### src/rtl/pc_shot_scheduler_pkg.sv
// Shared types for the PC shot scheduler: board cell codes, FSM states,
// and the small combinational helpers used by the scheduler and its LFSR.
package pc_shot_scheduler_pkg;

  localparam int BOARD_N = 5;

  typedef enum logic [1:0] {
    CELL_WATER = 2'b00,
    CELL_SHIP  = 2'b01,
    CELL_MISS  = 2'b10,
    CELL_HIT   = 2'b11
  } cell_t;

  typedef enum logic [2:0] {
    IDLE  = 3'd0,
    PICK  = 3'd1,
    CHECK = 3'd2,
    SCAN  = 3'd3,
    WRITE = 3'd4,
    DONE  = 3'd5
  } pc_shot_state_t;

  // Fibonacci form of x^8+x^6+x^5+x^4+1, shifting toward the MSB
  function automatic logic [7:0] lfsr8_next(input logic [7:0] s);
    return {s[6:0], s[7] ^ s[5] ^ s[4] ^ s[3]};
  endfunction

  function automatic logic is_shootable(input cell_t c);
    return (c == CELL_WATER) || (c == CELL_SHIP);
  endfunction

endpackage

### src/rtl/pc_shot_scheduler_if.sv
// Request/response and board-access signals between FSMgame (master) and
// the PC shot scheduler (slave); the master side also owns tablero_jugador.
interface pc_shot_scheduler_if;

  logic       new_game;
  logic       start;
  logic [2:0] rd_i;
  logic [2:0] rd_j;
  logic [1:0] rd_data;
  logic       wr_en;
  logic [2:0] wr_i;
  logic [2:0] wr_j;
  logic [1:0] wr_data;
  logic       busy;
  logic       shot_done;
  logic       shot_hit;
  logic       no_target;
  logic [4:0] hit_count;

  modport master (
    output new_game, start, rd_data,
    input  rd_i, rd_j, wr_en, wr_i, wr_j, wr_data,
    input  busy, shot_done, shot_hit, no_target, hit_count
  );

  modport slave (
    input  new_game, start, rd_data,
    output rd_i, rd_j, wr_en, wr_i, wr_j, wr_data,
    output busy, shot_done, shot_hit, no_target, hit_count
  );

endinterface

### src/rtl/pc_shot_scheduler_lfsr8.sv
// 8-bit targeting LFSR: advances only when enabled, reseeds synchronously,
// and returns to SEED on the asynchronous reset.
module pc_shot_scheduler_lfsr8 #(
  parameter logic [7:0] SEED = 8'hA5
) (
  input  logic       clk,
  input  logic       rst,
  input  logic       enable,
  input  logic       reseed,
  output logic [7:0] state
);
  import pc_shot_scheduler_pkg::*;

  logic [7:0] state_r;

  // LFSR register; reseed wins over enable
  always_ff @(posedge clk or negedge rst) begin
    if (!rst) begin
      state_r <= SEED;
    end else if (reseed) begin
      state_r <= SEED;
    end else if (enable) begin
      state_r <= lfsr8_next(state_r);
    end else begin
      state_r <= state_r;
    end
  end

  assign state = state_r;

endmodule

### src/rtl/pc_shot_scheduler.sv
// PC attack sequencer: random picks with bounded retries, then a row-major
// scan fallback; writes one HIT/MISS per shot and tracks the PC hit count.
module pc_shot_scheduler #(
  parameter int         BOARD_N   = 5,
  parameter int         MAX_TRIES = 8,
  parameter logic [7:0] LFSR_SEED = 8'hA5
) (
  input  logic               clk,
  input  logic               rst,
  pc_shot_scheduler_if.slave bus
);
  import pc_shot_scheduler_pkg::*;

  localparam int              TW       = $clog2(MAX_TRIES + 1);
  localparam logic [3:0]      N_LIM    = 4'(BOARD_N);
  localparam logic [2:0]      LAST_IDX = 3'(BOARD_N - 1);
  localparam logic [TW-1:0]   LAST_TRY = TW'(MAX_TRIES - 1);

  pc_shot_state_t state_r, state_n;
  logic [TW-1:0]  tries_r, tries_n;
  logic [2:0]     cur_i_r, cur_i_n;
  logic [2:0]     cur_j_r, cur_j_n;
  logic           shot_hit_r, shot_hit_n;
  logic           no_target_r, no_target_n;
  logic [1:0]     wr_data_r, wr_data_n;
  logic [4:0]     hit_count_r, hit_count_n;
  logic           busy_r;
  logic           wr_en_r;
  logic           shot_done_r;

  logic           lfsr_en_s;
  logic [7:0]     lfsr_s;
  logic [1:0]     lfsr_unused_s;
  logic [2:0]     cand_i_s;
  logic [2:0]     cand_j_s;
  logic           cand_oor_s;
  cell_t          cell_s;
  logic           shootable_s;

  pc_shot_scheduler_lfsr8 #(
    .SEED (LFSR_SEED)
  ) u_lfsr (
    .clk    (clk),
    .rst    (rst),
    .enable (lfsr_en_s),
    .reseed (bus.new_game),
    .state  (lfsr_s)
  );

  assign cand_i_s      = lfsr_s[2:0];
  assign cand_j_s      = lfsr_s[5:3];
  assign lfsr_unused_s = lfsr_s[7:6];
  assign cand_oor_s    = ({1'b0, cand_i_s} >= N_LIM) || ({1'b0, cand_j_s} >= N_LIM);
  assign cell_s        = cell_t'(bus.rd_data);
  assign shootable_s   = is_shootable(cell_s);

  // Next-state logic; new_game aborts any shot in flight and clears the tally
  always_comb begin
    state_n     = state_r;
    tries_n     = tries_r;
    cur_i_n     = cur_i_r;
    cur_j_n     = cur_j_r;
    shot_hit_n  = shot_hit_r;
    no_target_n = no_target_r;
    wr_data_n   = wr_data_r;
    hit_count_n = hit_count_r;
    lfsr_en_s   = 1'b0;

    if (bus.new_game) begin
      state_n     = IDLE;
      tries_n     = '0;
      hit_count_n = 5'd0;
    end else begin
      case (state_r)
        IDLE: begin
          if (bus.start) begin
            state_n     = PICK;
            tries_n     = '0;
            shot_hit_n  = 1'b0;
            no_target_n = 1'b0;
          end else begin
            state_n = IDLE;
          end
        end
        PICK: begin
          lfsr_en_s = 1'b1;
          if (!cand_oor_s) begin
            cur_i_n = cand_i_s;
            cur_j_n = cand_j_s;
            state_n = CHECK;
          end else if (tries_r == LAST_TRY) begin
            cur_i_n = 3'd0;
            cur_j_n = 3'd0;
            state_n = SCAN;
          end else begin
            tries_n = tries_r + TW'(1);
          end
        end
        CHECK: begin
          if (shootable_s) begin
            state_n    = WRITE;
            shot_hit_n = (cell_s == CELL_SHIP);
            wr_data_n  = (cell_s == CELL_SHIP) ? CELL_HIT : CELL_MISS;
          end else if (tries_r == LAST_TRY) begin
            cur_i_n = 3'd0;
            cur_j_n = 3'd0;
            state_n = SCAN;
          end else begin
            tries_n = tries_r + TW'(1);
            state_n = PICK;
          end
        end
        SCAN: begin
          if (shootable_s) begin
            state_n    = WRITE;
            shot_hit_n = (cell_s == CELL_SHIP);
            wr_data_n  = (cell_s == CELL_SHIP) ? CELL_HIT : CELL_MISS;
          end else if ((cur_i_r == LAST_IDX) && (cur_j_r == LAST_IDX)) begin
            state_n     = DONE;
            no_target_n = 1'b1;
          end else if (cur_j_r == LAST_IDX) begin
            cur_j_n = 3'd0;
            cur_i_n = cur_i_r + 3'd1;
          end else begin
            cur_j_n = cur_j_r + 3'd1;
          end
        end
        WRITE: begin
          state_n = DONE;
          if (shot_hit_r && (hit_count_r != 5'd31)) begin
            hit_count_n = hit_count_r + 5'd1;
          end else begin
            hit_count_n = hit_count_r;
          end
        end
        DONE: begin
          state_n = IDLE;
        end
        default: begin
          state_n = IDLE;
        end
      endcase
    end
  end

  // State and output registers; strobes are decoded from the next state so they align with it
  always_ff @(posedge clk or negedge rst) begin
    if (!rst) begin
      state_r     <= IDLE;
      tries_r     <= '0;
      cur_i_r     <= 3'd0;
      cur_j_r     <= 3'd0;
      shot_hit_r  <= 1'b0;
      no_target_r <= 1'b0;
      wr_data_r   <= 2'b00;
      hit_count_r <= 5'd0;
      busy_r      <= 1'b0;
      wr_en_r     <= 1'b0;
      shot_done_r <= 1'b0;
    end else begin
      state_r     <= state_n;
      tries_r     <= tries_n;
      cur_i_r     <= cur_i_n;
      cur_j_r     <= cur_j_n;
      shot_hit_r  <= shot_hit_n;
      no_target_r <= no_target_n;
      wr_data_r   <= wr_data_n;
      hit_count_r <= hit_count_n;
      busy_r      <= (state_n == PICK) || (state_n == CHECK) ||
                     (state_n == SCAN) || (state_n == WRITE);
      wr_en_r     <= (state_n == WRITE);
      shot_done_r <= (state_n == DONE);
    end
  end

  assign bus.rd_i      = cur_i_r;
  assign bus.rd_j      = cur_j_r;
  assign bus.wr_en     = wr_en_r;
  assign bus.wr_i      = cur_i_r;
  assign bus.wr_j      = cur_j_r;
  assign bus.wr_data   = wr_data_r;
  assign bus.busy      = busy_r;
  assign bus.shot_done = shot_done_r;
  assign bus.shot_hit  = shot_hit_r;
  assign bus.no_target = no_target_r;
  assign bus.hit_count = hit_count_r;

endmodule

### src/flat_wrapper.sv
// flat-port wrapper written by rule: the top's interface ports become plain ports
module pc_shot_scheduler_flat import pc_shot_scheduler_pkg::*;
#(
  parameter int         BOARD_N   = 5,
  parameter int         MAX_TRIES = 8,
  parameter logic [7:0] LFSR_SEED = 8'hA5
)
  (clk, rst, bus_new_game, bus_start, bus_rd_data, bus_rd_i, bus_rd_j, bus_wr_en, bus_wr_i, bus_wr_j, bus_wr_data, bus_busy, bus_shot_done, bus_shot_hit, bus_no_target, bus_hit_count);
  pc_shot_scheduler_if bus_i ();
  input  logic clk;
  input  logic rst;
  input wire logic [$bits(bus_i.new_game)-1:0] bus_new_game;
  input wire logic [$bits(bus_i.start)-1:0] bus_start;
  input wire logic [$bits(bus_i.rd_data)-1:0] bus_rd_data;
  output wire logic [$bits(bus_i.rd_i)-1:0] bus_rd_i;
  output wire logic [$bits(bus_i.rd_j)-1:0] bus_rd_j;
  output wire logic [$bits(bus_i.wr_en)-1:0] bus_wr_en;
  output wire logic [$bits(bus_i.wr_i)-1:0] bus_wr_i;
  output wire logic [$bits(bus_i.wr_j)-1:0] bus_wr_j;
  output wire logic [$bits(bus_i.wr_data)-1:0] bus_wr_data;
  output wire logic [$bits(bus_i.busy)-1:0] bus_busy;
  output wire logic [$bits(bus_i.shot_done)-1:0] bus_shot_done;
  output wire logic [$bits(bus_i.shot_hit)-1:0] bus_shot_hit;
  output wire logic [$bits(bus_i.no_target)-1:0] bus_no_target;
  output wire logic [$bits(bus_i.hit_count)-1:0] bus_hit_count;
  assign bus_i.new_game = bus_new_game;
  assign bus_i.start = bus_start;
  assign bus_i.rd_data = bus_rd_data;
  assign bus_rd_i = bus_i.rd_i;
  assign bus_rd_j = bus_i.rd_j;
  assign bus_wr_en = bus_i.wr_en;
  assign bus_wr_i = bus_i.wr_i;
  assign bus_wr_j = bus_i.wr_j;
  assign bus_wr_data = bus_i.wr_data;
  assign bus_busy = bus_i.busy;
  assign bus_shot_done = bus_i.shot_done;
  assign bus_shot_hit = bus_i.shot_hit;
  assign bus_no_target = bus_i.no_target;
  assign bus_hit_count = bus_i.hit_count;
  pc_shot_scheduler #(.BOARD_N(BOARD_N), .MAX_TRIES(MAX_TRIES), .LFSR_SEED(LFSR_SEED)) u_core (.clk(clk), .rst(rst), .bus(bus_i));
endmodule
### config.mk
export PLATFORM = sky130hd
export DESIGN_NAME = pc_shot_scheduler_flat
export DESIGN_NICKNAME = d
export VERILOG_FILES = /design/src/rtl/pc_shot_scheduler_pkg.sv /design/src/rtl/pc_shot_scheduler_if.sv /design/src/rtl/pc_shot_scheduler_lfsr8.sv /design/src/rtl/pc_shot_scheduler.sv /design/src/flat_wrapper.sv
export SDC_FILE = /design/constraint.sdc
export NUM_CORES = 1
export LEC_CHECK = 0
export ABC_AREA = 1
export BUFFER_PORTS_ARGS = -buffer_cell sky130_fd_sc_hd__buf_2
export CAP_MARGIN = 20
export CORE_MARGIN = 1
export CORE_UTILIZATION = 47
export DETAILED_ROUTE_END_ITERATION = 10
export PLACE_DENSITY = 0.8
export SETUP_SLACK_MARGIN = 0.4
export SLEW_MARGIN = 20
export SYNTH_ARGS = -nofsm -noshare
export SYNTH_HDL_FRONTEND = slang
export SYNTH_SLANG_ARGS = --single-unit
### constraint.sdc
create_clock -name clk -period 3.6 [get_ports clk]
set_input_delay 0.36 -clock clk [delete_from_list [all_inputs] [get_ports clk]]
set_output_delay 0.36 -clock clk [all_outputs]
set_load 0.03 [all_outputs]
==> results of run 1 <==
[through the flow]
step / hold slack (ps) / worst slack [ps] / cell area [um2] / std cells
CTS: 147 / 1940 / 2130 / 326
floorplan: 64.4 / 1910 / 1900 / 249
detailed placement: 455 / 1940 / 2040 / 318
finish: 126 / 1940 / 2130 / 326
global placement: 450 / 2030 / 2040 / 318
global route: 185 / 1760 / 2130 / 326
[power breakdown]
| group | leakage, nW | internal, mW | switching, mW |
|---|---|---|---|
| registers | 0.433 | 0.440 | 0.0653 |
| logic | 0.719 | 0.151 | 0.329 |
| clock network | 0.0450 | 0.134 | 0.130 |
[state kept, by name, summed over array words and instances, names as in the netlist]
signal,flops
u_core.bus.hit_count,5
u_core.bus.wr_en,1
u_core.tries_r,4
u_core.bus.no_target,1
u_core.bus.wr_data,2
u_core.u_lfsr.state,8
u_core.state_r,3
u_core.bus.rd_i,3
u_core.bus.shot_done,1
u_core.bus.shot_hit,1
u_core.bus.busy,1
u_core.bus.rd_j,3
[synthesized netlist by cell type]
cell type	instances
o21ai_2	1
nand2_1	70
o211ai_1	1
nor2_1	28
o21ai_0	14
xor2_1	1
nor3_2	1
nand3_1	13
o2111a_1	1
inv_1	37
or2_0	1
a21oi_1	5
or2_2	2
xnor2_1	5
ha_1	7
nor2_4	2
dfrtp_1	29
nor2_2	2
nand4_1	4
nand2_2	5
buf_4	7
o22ai_1	6
dfstp_2	4
buf_6	1
a22oi_1	2
[final cells by class]
| class | count | area [um2] | area share |
|---|---|---|---|
| inverter | 37 | 139 | 0.0653 |
| tap | 48 | 60.1 | 0.0283 |
| clock buffer | 6 | 72.6 | 0.0341 |
| sequential | 33 | 831 | 0.391 |
| timing repair buffer | 29 | 145 | 0.0683 |
| clock inverter | 2 | 10.0 | 0.00471 |
| multi-input combinational | 171 | 868 | 0.408 |
[per-layer routing]
layer | share of wire | up-vias | global-route usage
li1 | - | 838 | -
met1 | 0.50 | 735 | 0.269
met2 | 0.44 | 46 | 0.282
met3 | 0.047 | 5 | 0.0521
met4 | 0.017 | 0 | 0.0951
met5 | 0 | - | 0
[final timing paths]
path / start / endpoint / slack (ps) / depth (start not counted)
worst min-delay path: rst / u_core.bus.hit_count[0] / 130 / 1
max in group asynchronous: rst / u_core.bus.rd_j[1] / 3020 / 1
worst max-delay path: u_core.bus.hit_count[0] / u_core.bus.hit_count[2] / 1940 / 10
min in group clk: bus_rd_data[0] / u_core.bus.wr_data[0] / 300 / 3
worst min register to register: u_core.bus.wr_data[1] / u_core.bus.wr_data[1] / 470 / 1
worst max register to register: u_core.bus.hit_count[0] / u_core.bus.hit_count[2] / 1940 / 10
[cell families (layout without fill, tap and decap cells)]
logic type / Yosys count / in the layout / share of synthesized area
AOI/OAI and AO/OA: 30 / 30 / 0.0921
DFF: 33 / 33 / 0.437
adders and majority gates: 7 / 7 / 0.0461
buffers and inverters: 45 / 74 / 0.107
xor gates and xnor gates: 6 / 6 / 0.0276
and+or+nand+nor: 128 / 128 / 0.291
==> metrics.txt, run 1 <==
distinct cell type count after synthesis=25; CP startpoint kind=flop; required time of the critical path=3770 ps; Max Cap Viol=0; htree depth=2; setup TNS=0 ps; cells after synthesis=249; Detail Route Antenna Nets=0; Post-Route Skew=6.95 ps; worst slew pin tran=713 ps; commonest non-fill, non-tap cell in the layout=nand2_1; fin crit share=0.460; synth top area cells=dfrtp_1 (38%), nand2_1 (14%), inv_1 (7.3%); critical path fanouts, max=5; Syn Nets=262; RSZ-0062 raised after global routing=no; initial DRC count=70; CTS clk-pin slew, worst paths=70 ps; final core utilization=0.564; max-slew violations=0; Leak=1.20 nW; critical path class=reg -> reg; Clock Latency Late Sink=280 ps; Worst path max stage delay=420 ps; global-route wire length before repair=6240 um; Die Wd=65.6 um; Fillers=358; IO Pins=30; Power Density=588 mW/mm2; Starting Density=0.504; vias in the first global route=1425; Worst Hold Class=in -> async; outcome=finished clean; Slowest cell on crit path=dfrtp_1; # hold bufs at CTS=0; sequential fraction of the synthesis area=0.437; DIE HEIGHT=65.6 um; GPL Wtd Cong=0.876; crit path DAT=1830 ps; CTS Root Cell=clkbuf_8; Mapped Area=0.00190 mm2; Critical Path, Cell by Cell=ha_1 -> nand2_1 -> nor2_1 -> ha_1 -> inv_1 -> nand2_1 -> nor2_1 -> inv_1 -> o21ai_0 -> a21oi_1; DRT Pass-1 Iters=4; share of cells above drive strength 1=0.191; CTS tree=built; post-CTS sizing=0; gr usage total=0.195; grt total ovfl=0; maximum clock frequency=603 MHz; total power draw=1.25 mW; crit end category=flop; top cell type's share of synthesized area=0.382; port bufs=29; most frequent cells in the layout=nand2_1 (70), inv_1 (37), buf_2 (29), dfrtp_1 (29), nor2_1 (28); CP Buf/Inv Count=2; antenna violations before repair=0; Layout area overhead=11.8%; Nets=290; post-CTS setup buffers=0; cell taking the most area after synthesis=dfrtp_1; die area=0.00430 mm2; Remaining DRCs=0; DR vias=1624; Max VDD drop=0.000366 V; Avg WL per Cell=11.1 um; Min Clock Period, post-route=1660 ps; Syn Area/Cell=7.64 um2; Num CTS Buffers=5; clk buf depth=2; # clock sinks=33; Setup Viol. Count Final=0; row cnt=22; dpl hpwl=2700 um; Via density=4.98; Slew HR=0.525; n_diodes=0; Synth Register Bits=33; Yosys warnings=0; CP delay by family, top=flip-flops; Routed WL=3630 um; pin count of the biggest net entering global routing=34; core area=0.00377 mm2; Fin. Hold Viols=0
Note: power is estimated with default switching activity, not from simulation.
==> inputs of run 2 (changes only) <==
- ABC_AREA: 1 -> 0
- PLACE_DENSITY: 0.8 -> 0.82
- clock period: 3.6 -> 1.5 ns (I/O delays scaled with it)
==> metrics.txt, run 2 <==
clk buf depth=2; maximum clock frequency=581 MHz; Layout area overhead=60.3%; synth top area cells=dfrtp_1 (37%), nand2_1 (6.0%), dfstp_2 (5.3%); DIE HEIGHT=67.0 um; final core utilization=0.791; DR vias=2112; Yosys warnings=0; Post-Route Skew=6.58 ps; most frequent cells in the layout=buf_4 (58), buf_6 (34), nand2_1 (24); RSZ-0062 raised after global routing=yes; distinct cell type count after synthesis=52; DRT Pass-1 Iters=4; CTS Root Cell=clkbuf_8; Detail Route Antenna Nets=0; RR Startpoint=u_core.tries_r[0]; Avg WL per Cell=18.0 um; Worst path max stage delay=390 ps; worst slew pin tran=426 ps; Hold Crit Start=bus_rd_data[0]; crit end category=flop; port bufs=29; Syn Nets=228; cells after synthesis=215; CTS clk-pin slew, worst paths=70 ps; R2R Path End=u_core.tries_r[3]; htree depth=2; R2R setup slack=-220 ps; antenna violations before repair=0; Final Non-Filler Cells=364; global-route wire length before repair=9890 um; Cells after DPL=333; CTS tree=built; row cnt=23; Remaining DRCs=0; Slowest cell on crit path=dfrtp_1; Fillers=241; sequential fraction of the synthesis area=0.418; n_diodes=0; Via density=5.80; die area=0.00449 mm2; core area=0.00403 mm2; ys async rst share=1.00; IO Pins=30; Mapped Area=0.00199 mm2; cell taking the most area after synthesis=dfrtp_1; FF-to-FF path depth=6; launch point of the critical path=u_core.tries_r[0]; Setup Viol. Count Final=17; share of cells above drive strength 1=0.589; vias in the first global route=2111; Min Clock Period, post-route=1720 ps; Routed WL=6560 um; Leak=1.53 nW; Critical Path, Cell by Cell=ha_2 -> and3b_2 -> nor4_1 -> o21ai_2 -> nor3_2 -> a211o_1; Nets=326; Slew HR=0.716; Power Density=1980 mW/mm2; grt total ovfl=0; dpl hpwl=3600 um; top cell type's share of synthesized area=0.365; pin count of the biggest net entering global routing=34; Max VDD drop=0.00101 V; Starting Density=0.493; most frequent cells after synthesis=nand2_1 (32), dfrtp_1 (29), nor2_1 (14), a21oi_1 (11), inv_1 (9); critical path class=reg -> reg; failing checks=setup timing; commonest non-fill, non-tap cell in the layout=buf_4; Clock Latency Late Sink=300 ps; total power draw=6.29 mW; final setup margin=-222 ps; max FFs per register=8; fin crit share=1.15; Worst Hold Class=in -> reg; main flop type after synthesis=dfrtp_1; DP Worst Slack=-197 ps; GPL Wtd Cong=0.924; hold path cells=3; Synth Register Bits=33; Num CTS Buffers=5; # clock sinks=33; top-count cell post-synth=nand2_1; Die Wd=67.0 um; outcome=finished with violations; gr usage total=0.302; number of synthesized flops with an enable pin=0; critical path fanouts, max=4; CP startpoint kind=flop; Syn Area/Cell=9.24 um2; required time of the critical path=1740 ps; initial DRC count=146; WHS Endpoint=u_core.bus.shot_hit; crit path DAT=1960 ps; Max Cap Viol=0; Fin. Hold Viols=0; max-slew violations=0
-- run 2: cell types whose count changed in the layout (fill, tap and decap cells not counted), sizes merged, moves of 4 or more --
cell,delta
a31oi,+5
nand3,-6
nand3b,+4
o22ai,-6
a211o,+4
nor2,-17
a21oi,+7
inv,-28
nand2,-42
nor3,+6
buf,+80
-- run 2: what timing repair did --
action                     CTS  global route
hold endpoints to repair    29             0
pin swaps                   19            10
setup buffers               17             5
gates resized for setup     71            20
hold buffers                 1             0
setup endpoints to repair   48            49
-- run 2: area by class of cell --
class / instances / area (um2) / share of cell area
multi-input combinational: 154 / 1210 / 0.379
sequential: 33 / 840 / 0.264
clock inverter: 3 / 17.5 / 0.00550
inverter: 9 / 33.8 / 0.0106
timing repair buffer: 110 / 957 / 0.300
clock buffer: 5 / 68.8 / 0.0216
tap: 50 / 62.6 / 0.0196
-- run 2: worst max path at each step --
stage / slack (ps) / end / cells past startpoint
2_1_floorplan: -290 / u_core.bus.hit_count[3] / 8
3_3_place_gp: -150 / u_core.bus.rd_j[0] / 5
3_5_place_dp: -200 / u_core.bus.rd_j[0] / 5
4_1_cts: -140 / u_core.bus.hit_count[3] / 7
5_1_grt: -320 / u_core.tries_r[3] / 6
6_report: -220 / u_core.tries_r[3] / 6
-- run 2: metal layers --
metal	up-vias	global-route usage	routed length, um
li1	950	-	-
met1	1015	0.340	2440
met2	115	0.521	3460
met3	32	0.0685	384
met4	0	0.162	274
met5	-	0	0
-- run 2: stage by stage --
step,cell area [um2],hold slack [ps],setup TNS [ps]
after floorplan,2090,-146,-1150
after global placement,2600,196,-1520
after detailed placement,2600,199,-2340
after CTS,3080,64.9,-1420
after global routing,3190,75.2,-3410
final,3190,66.6,-2120
-- run 2: critical path: cells and delay by family (launching register included) --
| kind | cells | cell delay, ps |
|---|---|---|
| AND/OR/NAND/NOR | 3 | 780 |
| AO/OA/AOI/OAI | 2 | 300 |
| flip-flops | 1 | 390 |
| adder cells (fa/ha/maj) | 1 | 190 |
-- run 2: cells by family (layout without fill, tap and decap cells) --
group,count (synthesis),count (layout),synth area share
AOI/OAI and AO/OA,48,48,0.168
DFF,33,33,0.418
xor gates and xnor gates,6,6,0.0264
and+or+nand+nor,92,92,0.245
buffers and inverters,28,127,0.0932
adders and majority gates,7,7,0.0441
muxes,1,1,0.00504
-- run 2: power by group --
| part | internal (mW) | switching [mW] | total (mW) |
|---|---|---|---|
| combinational | 2.10 | 2.13 | 4.22 |
| sequential | 1.18 | 0.212 | 1.39 |
| clock | 0.320 | 0.361 | 0.681 |
